<file path="src/rtl/npu_apb_master.sv">
// Single-outstanding APB requester: valid/ready command in, APB transfer out,
// valid/ready response back, with local alignment check and bus-hang timeout.

package npu_pkg;
  localparam int unsigned APB_A_W = 32;
  localparam int unsigned APB_D_W = 32;
endpackage

interface APB_BUS_SV;
  logic [npu_pkg::APB_A_W-1:0] p_addr;
  logic                        p_sel;
  logic                        p_enable;
  logic                        p_write;
  logic [npu_pkg::APB_D_W-1:0] p_wdata;
  logic                        p_ready;
  logic [npu_pkg::APB_D_W-1:0] p_rdata;
  logic                        p_slverr;

  modport Master (
    output p_addr, p_sel, p_enable, p_write, p_wdata,
    input  p_ready, p_rdata, p_slverr
  );
  modport Slave (
    input  p_addr, p_sel, p_enable, p_write, p_wdata,
    output p_ready, p_rdata, p_slverr
  );
endinterface

module npu_apb_master
  import npu_pkg::*;
#(
  parameter int unsigned TIMEOUT_CYC = 256
) (
  input  logic               clk,
  input  logic               rst_n,
  input  logic               req_valid,
  output logic               req_ready,
  input  logic               req_write,
  input  logic [APB_A_W-1:0] req_addr,
  input  logic [APB_D_W-1:0] req_wdata,
  output logic               rsp_valid,
  input  logic               rsp_ready,
  output logic [APB_D_W-1:0] rsp_rdata,
  output logic               rsp_err,
  output logic               rsp_timeout,
  APB_BUS_SV.Master          apb
);

  localparam logic [1:0] S_IDLE   = 2'd0;
  localparam logic [1:0] S_SETUP  = 2'd1;
  localparam logic [1:0] S_ACCESS = 2'd2;
  localparam logic [1:0] S_RESP   = 2'd3;

  // A zero timeout still needs a 1-bit counter to keep the declaration legal.
  localparam int unsigned CW      = (TIMEOUT_CYC > 0) ? $clog2(TIMEOUT_CYC + 1) : 1;
  localparam int unsigned TO_LAST = (TIMEOUT_CYC > 0) ? TIMEOUT_CYC - 1 : 0;

  logic [1:0]    state;
  logic [CW-1:0] wait_cnt;

  always_ff @(posedge clk) begin
    if (!rst_n) begin
      state        <= S_IDLE;
      wait_cnt     <= '0;
      req_ready    <= 1'b1;
      rsp_valid    <= 1'b0;
      rsp_rdata    <= '0;
      rsp_err      <= 1'b0;
      rsp_timeout  <= 1'b0;
      apb.p_addr   <= '0;
      apb.p_sel    <= 1'b0;
      apb.p_enable <= 1'b0;
      apb.p_write  <= 1'b0;
      apb.p_wdata  <= '0;
    end else begin
      case (state)
        S_IDLE: begin
          if (req_valid) begin
            apb.p_write <= req_write;
            apb.p_addr  <= req_addr;
            apb.p_wdata <= req_wdata;
            req_ready   <= 1'b0;
            if (req_addr[1:0] != 2'b00) begin
              state       <= S_RESP;
              rsp_valid   <= 1'b1;
              rsp_err     <= 1'b1;
              rsp_timeout <= 1'b0;
              rsp_rdata   <= '0;
            end else begin
              state     <= S_SETUP;
              apb.p_sel <= 1'b1;
              wait_cnt  <= '0;
            end
          end
        end
        S_SETUP: begin
          apb.p_enable <= 1'b1;
          state        <= S_ACCESS;
        end
        S_ACCESS: begin
          if (apb.p_ready) begin
            apb.p_sel    <= 1'b0;
            apb.p_enable <= 1'b0;
            rsp_valid    <= 1'b1;
            rsp_err      <= apb.p_slverr;
            rsp_timeout  <= 1'b0;
            rsp_rdata    <= (!apb.p_write && !apb.p_slverr) ? apb.p_rdata : '0;
            state        <= S_RESP;
          end else begin
            wait_cnt <= wait_cnt + 1'b1;
            if (TIMEOUT_CYC != 0 && wait_cnt == CW'(TO_LAST)) begin
              apb.p_sel    <= 1'b0;
              apb.p_enable <= 1'b0;
              rsp_valid    <= 1'b1;
              rsp_err      <= 1'b1;
              rsp_timeout  <= 1'b1;
              rsp_rdata    <= '0;
              state        <= S_RESP;
            end
          end
        end
        default: begin
          if (rsp_ready) begin
            rsp_valid <= 1'b0;
            req_ready <= 1'b1;
            state     <= S_IDLE;
          end
        end
      endcase
    end
  end

endmodule

</file>
<file path="src/flat_wrapper.sv">
// flat-port wrapper written by rule: the top's interface ports become plain ports
module npu_apb_master_flat import npu_pkg::*;
#(
  parameter int unsigned TIMEOUT_CYC = 256
)
  (clk, rst_n, req_valid, req_ready, req_write, req_addr, req_wdata, rsp_valid, rsp_ready, rsp_rdata, rsp_err, rsp_timeout, apb_p_addr, apb_p_sel, apb_p_enable, apb_p_write, apb_p_wdata, apb_p_ready, apb_p_rdata, apb_p_slverr);
  APB_BUS_SV apb_i ();
  input  logic clk;
  input  logic rst_n;
  input  logic req_valid;
  output logic req_ready;
  input  logic req_write;
  input  logic [APB_A_W-1:0] req_addr;
  input  logic [APB_D_W-1:0] req_wdata;
  output logic rsp_valid;
  input  logic rsp_ready;
  output logic [APB_D_W-1:0] rsp_rdata;
  output logic rsp_err;
  output logic rsp_timeout;
  output wire logic [$bits(apb_i.p_addr)-1:0] apb_p_addr;
  output wire logic [$bits(apb_i.p_sel)-1:0] apb_p_sel;
  output wire logic [$bits(apb_i.p_enable)-1:0] apb_p_enable;
  output wire logic [$bits(apb_i.p_write)-1:0] apb_p_write;
  output wire logic [$bits(apb_i.p_wdata)-1:0] apb_p_wdata;
  input wire logic [$bits(apb_i.p_ready)-1:0] apb_p_ready;
  input wire logic [$bits(apb_i.p_rdata)-1:0] apb_p_rdata;
  input wire logic [$bits(apb_i.p_slverr)-1:0] apb_p_slverr;
  assign apb_p_addr = apb_i.p_addr;
  assign apb_p_sel = apb_i.p_sel;
  assign apb_p_enable = apb_i.p_enable;
  assign apb_p_write = apb_i.p_write;
  assign apb_p_wdata = apb_i.p_wdata;
  assign apb_i.p_ready = apb_p_ready;
  assign apb_i.p_rdata = apb_p_rdata;
  assign apb_i.p_slverr = apb_p_slverr;
  npu_apb_master #(.TIMEOUT_CYC(TIMEOUT_CYC)) u_core (.clk(clk), .rst_n(rst_n), .req_valid(req_valid), .req_ready(req_ready), .req_write(req_write), .req_addr(req_addr), .req_wdata(req_wdata), .rsp_valid(rsp_valid), .rsp_ready(rsp_ready), .rsp_rdata(rsp_rdata), .rsp_err(rsp_err), .rsp_timeout(rsp_timeout), .apb(apb_i));
endmodule
</file>
<file path="config.mk">
export PLATFORM = sky130hd
export DESIGN_NAME = npu_apb_master_flat
export DESIGN_NICKNAME = d
export VERILOG_FILES = /design/src/rtl/npu_apb_master.sv /design/src/flat_wrapper.sv
export SDC_FILE = /design/constraint.sdc
export NUM_CORES = 1
export LEC_CHECK = 0
export CAP_MARGIN = 15
export CORE_MARGIN = 2
export CORE_UTILIZATION = 65
export CTS_CLUSTER_SIZE = 28
export DETAILED_ROUTE_END_ITERATION = 8
export DONT_BUFFER_PORTS = 1
export MAX_ROUTING_LAYER = met4
export PLACE_DENSITY_LB_ADDON = 0.08
export SLEW_MARGIN = 20
export SYNTH_ARGS = -nofsm -noshare
export SYNTH_HDL_FRONTEND = slang
export SYNTH_SLANG_ARGS = --single-unit
</file>
<file path="constraint.sdc">
create_clock -name clk -period 4.4 [get_ports clk]
set_input_delay 0.88 -clock clk [delete_from_list [all_inputs] [get_ports clk]]
set_output_delay 0.88 -clock clk [all_outputs]
set_load 0.02 [all_outputs]
</file>
# Yosys cells after proc, flatten, opt, wreduce, memory -nomap -nowiden
# Cells that the tools add are included.
# word_totals
ff_bits	114
out_inout_bits	103
word_cells	79
# classes
n_bitwise	2
n_eq_ne	8
n_reduce_logical	19
muxes	37
addsub	1
# op_table
cell	count
$mux W32	5
$pmux W32 S2	1
$mux W9	3
$pmux W9 S2	1
$mux W1	15
$reduce_and A4 Y1	3
$mux W2	5
$pmux W1 S2	5
$add A9 B1 Y9 const B	1
$eq A9 B8 Y1 const B	1
$reduce_bool A2 Y1	4
$ne A2 B2 Y1 const B	3
$pmux W2 S3	1
$reduce_and A3 Y1	2
$reduce_and A5 Y1	1
$reduce_and A2 Y1	2
$reduce_bool A4 Y1	1
$ne A3 B2 Y1 const B	1
$pmux W1 S3	1
$reduce_bool A3 Y1	1
$eq A2 B1 Y1 const B	1
$eq A2 B2 Y1 const B	1
$logic_not A1 Y1	2
$logic_not A2 Y1	1
4 further kinds	5

# Depth between registers and ports, before layout
# logic_depth
depth_word	5
mapped_depth	11

# Worst setup path after synthesis
# OpenSTA, ideal clock, no wires.
# synth_path
path_kind	reg2reg
startpoint	register u_core.wait_cnt[0]
endpoint	register u_core.rsp_rdata[13]
period_less_slack_ns	2.205
required_time_ns	4.280
path_stages_with_launch	12
slack_ns	2.195
arrival_ns	2.085
setup_ns	0.120
path_cell_list	dfxtp_1 ha_1 and3_1 and3_1 and3_1 ha_1 nor3b_2 a2111oi_4 buf_6 buf_4 nand3_1 o21ai_1
# synth_between
elab_chain_cells	3
# synth_rtl
element	line	rtl
from (decl)	npu_apb_master.sv:59	logic [CW-1:0] wait_cnt;
from (signal assigned)	npu_apb_master.sv:110	wait_cnt <= wait_cnt + 1'b1;
$eq A9 B8 Y1	npu_apb_master.sv:111	if (TIMEOUT_CYC != 0 && wait_cnt == CW'(TO_LAST)) begin
$ne A3 B2 Y1 (no source line)	-	
$reduce_and A4 Y1 (no source line)	-	
to (signal assigned)	npu_apb_master.sv:107	rsp_rdata <= (!apb.p_write && !apb.p_slverr) ? apb.p_rdata : '0;
to (decl)	npu_apb_master.sv:43	output logic [APB_D_W-1:0] rsp_rdata,
# No other way between the ends.
# A chain may end at the register's enable or synchronous reset.

# Final worst setup path
# layout_path
startpoint	register u_core.wait_cnt[0]
endpoint	register u_core.rsp_rdata[7]
# Same word-level chain as after synthesis.

==> out/results.txt <==
Post-synth cell types - 45
Run status - finished, violations left
Post-synth top flop - dfxtp_1
Switching Share - 35.3%
Number of hold violations in the final report - 0
Worst reg2reg endpoint - u_core.rsp_rdata[7]
Peak supply drop - 0.553 mV
Crit path DAT - 3.15 ns
# nets final - 630
GP Congestion - 0.845
Layout area overhead - 12.7%
Synth Area in Compound Gates - 17.4%
Antenna violations before repair - 0
Post-synth top area share - 52.5%
Ports - 206
Total GRT Usage - 29.1%
Clock sink total - 114
TritonCTS clock tree - built
Chip height - 85.8 um
Largest net degree at the start of global routing - 67
H-tree level count - 4
Clock slew seen by the registers of the worst setup and hold paths - 0.06 ns
Hold Path End - u_core.req_ready
Vias - 3661
Hold path cells - 1
Vias in the first global route - 3297
P_leak - 1.78 nW
Power share of the clock group - 38.6%
I/O Buffers - 0
Critical path class - flip-flop to flip-flop
Reg2reg start - u_core.wait_cnt[0]
Layout cell share with drive strength beyond 1 - 8.43%
Post-Layout Cell Count - 611
WHS - 0.464 ns
Post-DP HPWL - 7000 um
CP required - 4.81 ns
Detail Route Antenna Nets - 0
CTS buffer count - 17
Synthesized netlist cell count - 538
Post-synthesis mux area share - 0.460%
Top post-synthesis cells by area - dfxtp_1, nand2_1, a21oi_1
Synth Area in Adders - 1.73%
Die X - 85.8 um
Post-Synth XOR/XNOR Area - 0%
Worst-Margin Slew - 0.658 ns
Starting DRT DRC Count - 216
Combinational group share of total power - 21.3%
Post-CTS sizing - 0
Worst Setup End Kind - flip-flop
Rows - 29
Worst clock skew - 0.00986 ns
Initial Util - 67.7%
Mapped cell area - 4350 um^2
Avg Cell Area, Syn - 8.08 um^2
RSZ-0062 raised after global routing - no
Headroom to the max-slew limit - 56.2%
Setup WS pre-CTS - 1.85 ns
Slew Viols, Final - 0
Max Freq - 365 MHz
Grt ovf - 0
Simple logic cell fraction of the synthesized area - 23.1%
Post-synth EDFFs - 0
Register area share after synthesis - 52.5%
Endpoints failing setup - 0
Inst Count DP - 579
Drt pass-1 iters - 9
Power Density - 730 nW/um^2
Final TNS setup - 0 ns
Sequential group share of total power - 40.0%
P_int - 2.32 mW
Post-synth top area cell - dfxtp_1
Yosys reg bits - 114
Clock latency on the worst-skew pair - 0.50 ns
Min-delay worst type - primary input to flip-flop
Core area - 6420 um^2
Post-synth ARST share - 0%
Slack of the critical path - 1.66 ns
Startpoint types - flip-flop
Hold-fix buffers, CTS - 0
Via/cell ratio - 5.99
Residual DRC - 15
Setup Buffers After CTS - 0
WL/cell - 17.5 um
Syn Nets - 647
Clk Tree Root Cell - clkbuf_8
Flop-to-flop setup slack - 1.66 ns
CTS Buffer Depth - 2
Fin crit share - 62.3%
Crit path time final - 2.74 ns
Die area - 7360 um^2
N_diodes - 0
Yosys Warn Count - 0
Max Fanout on Critical Path - 66
HP Start - rst_n
Main combinational cell family by area after synthesis - simple AND/OR/NAND/NOR gates
Total of max-cap violations - 0
First-pass GRT wire length - 16200 um
Psw - 1.26 mW
Worst R2R Path Depth - 10
Failing checks - design-rule violations
DRT Wirelength - 10700 um
-- synthesized netlist by cell type, drive strengths merged (4+ instances only) --
library cell,number
nand2,170
dfxtp,114
a21oi,74
o21ai,42
nand3,36
clkbuf,22
buf,17
nor2,10
inv,7
ha,6
nor3,5
and3,4
-- per-layer routing --
layer	global-route usage [%]	vias to the layer above	wire, um
met3	9.24	26	956
met4	12.0	0	246
li1	-	1780	-
met1	32.7	1680	3990
met5	-	-	0
met2	48.2	175	5520
-- kinds of logic (layout without fill, tap and decap cells) --
group,after synthesis,in the layout
AND/OR/NAND/NOR,236,236
flip-flops,114,114
multiplexers,2,2
AO/OA/AOI/OAI,134,134
buffers and inverters,46,42
adder cells (fa/ha/maj),6,6
-- stage by stage --
stage,util (%),instance area (um^2),power [mW]
4_1_cts,76.2,4890,3.59
5_1_grt,76.3,4900,3.76
6_report,76.3,4900,3.58
3_5_place_dp,66.8,4290,2.21
3_3_place_gp,66.8,4290,2.18
2_1_floorplan,-,4350,2.12
-- registers in the layout (all words and copies together), names as in the netlist --
signal,flops
u_core.apb.p_addr,32
u_core.apb.p_enable,1
u_core.apb.p_sel,1
u_core.apb.p_wdata,32
u_core.apb.p_write,1
u_core.req_ready,1
u_core.rsp_err,1
u_core.rsp_rdata,32
u_core.rsp_timeout,1
u_core.rsp_valid,1
u_core.state,2
u_core.wait_cnt,9
-- worst max-delay path by stage --
stage                       startpoint                   end  slack (ns)  depth (start not counted)
global placement    u_core.wait_cnt[0]        u_core.rsp_err        1.92                          9
finish              u_core.wait_cnt[0]   u_core.rsp_rdata[7]        1.66                         10
global route        u_core.wait_cnt[1]   u_core.rsp_rdata[7]        1.51                         10
detailed placement  u_core.wait_cnt[0]        u_core.rsp_err        1.85                          9
floorplan           u_core.wait_cnt[0]  u_core.rsp_rdata[13]        2.19                         11
CTS                 u_core.wait_cnt[0]   u_core.rsp_rdata[7]        1.72                         10
-- final cells by class --
| cell class | count | area (um^2) |
|---|---|---|
| sequential | 114 | 2280 |
| fill | 489 | 1520 |
| multi-input combinational | 378 | 1870 |
| tap | 77 | 96.3 |
| clock buffer | 19 | 422 |
| inverter | 7 | 26.3 |
| clock inverter | 13 | 184 |
| timing repair buffer | 3 | 22.5 |
-- layout by cell type, fill, tap and decap left out, types with 4 or more instances in the layout --
cell type / netlist / final
nand2_1: 170 / 169
dfxtp_1: 114 / 114
a21oi_1: 74 / 74
nand3_1: 36 / 36
o21ai_1: 28 / 28
clkbuf_16: 0 / 16
o21ai_0: 14 / 14
nor2_1: 9 / 9
inv_1: 6 / 6
ha_1: 6 / 6
and3_1: 4 / 4
bufinv_16: 0 / 4
-- power groups by stage --
| stage | clock network [mW] | registers [mW] | logic [mW] |
|---|---|---|---|
| global route | 1.46 | 1.45 | 0.853 |
| detailed placement | 0 | 1.46 | 0.750 |
| finish | 1.38 | 1.43 | 0.763 |
| CTS | 1.40 | 1.43 | 0.756 |
| global placement | 0 | 1.45 | 0.728 |
| floorplan | 0 | 1.42 | 0.705 |
-- critical path, cell delays in order (launching register included) --
cell       delay (ns)
dfxtp_1          0.39
ha_1             0.20
and3_1           0.23
and3_1           0.20
and3_1           0.17
ha_1             0.18
nor3b_2          0.09
a2111oi_4        0.28
buf_4            0.53
nand3_1          0.19
o21ai_1          0.17
Power figures use the tool's default switching activity.
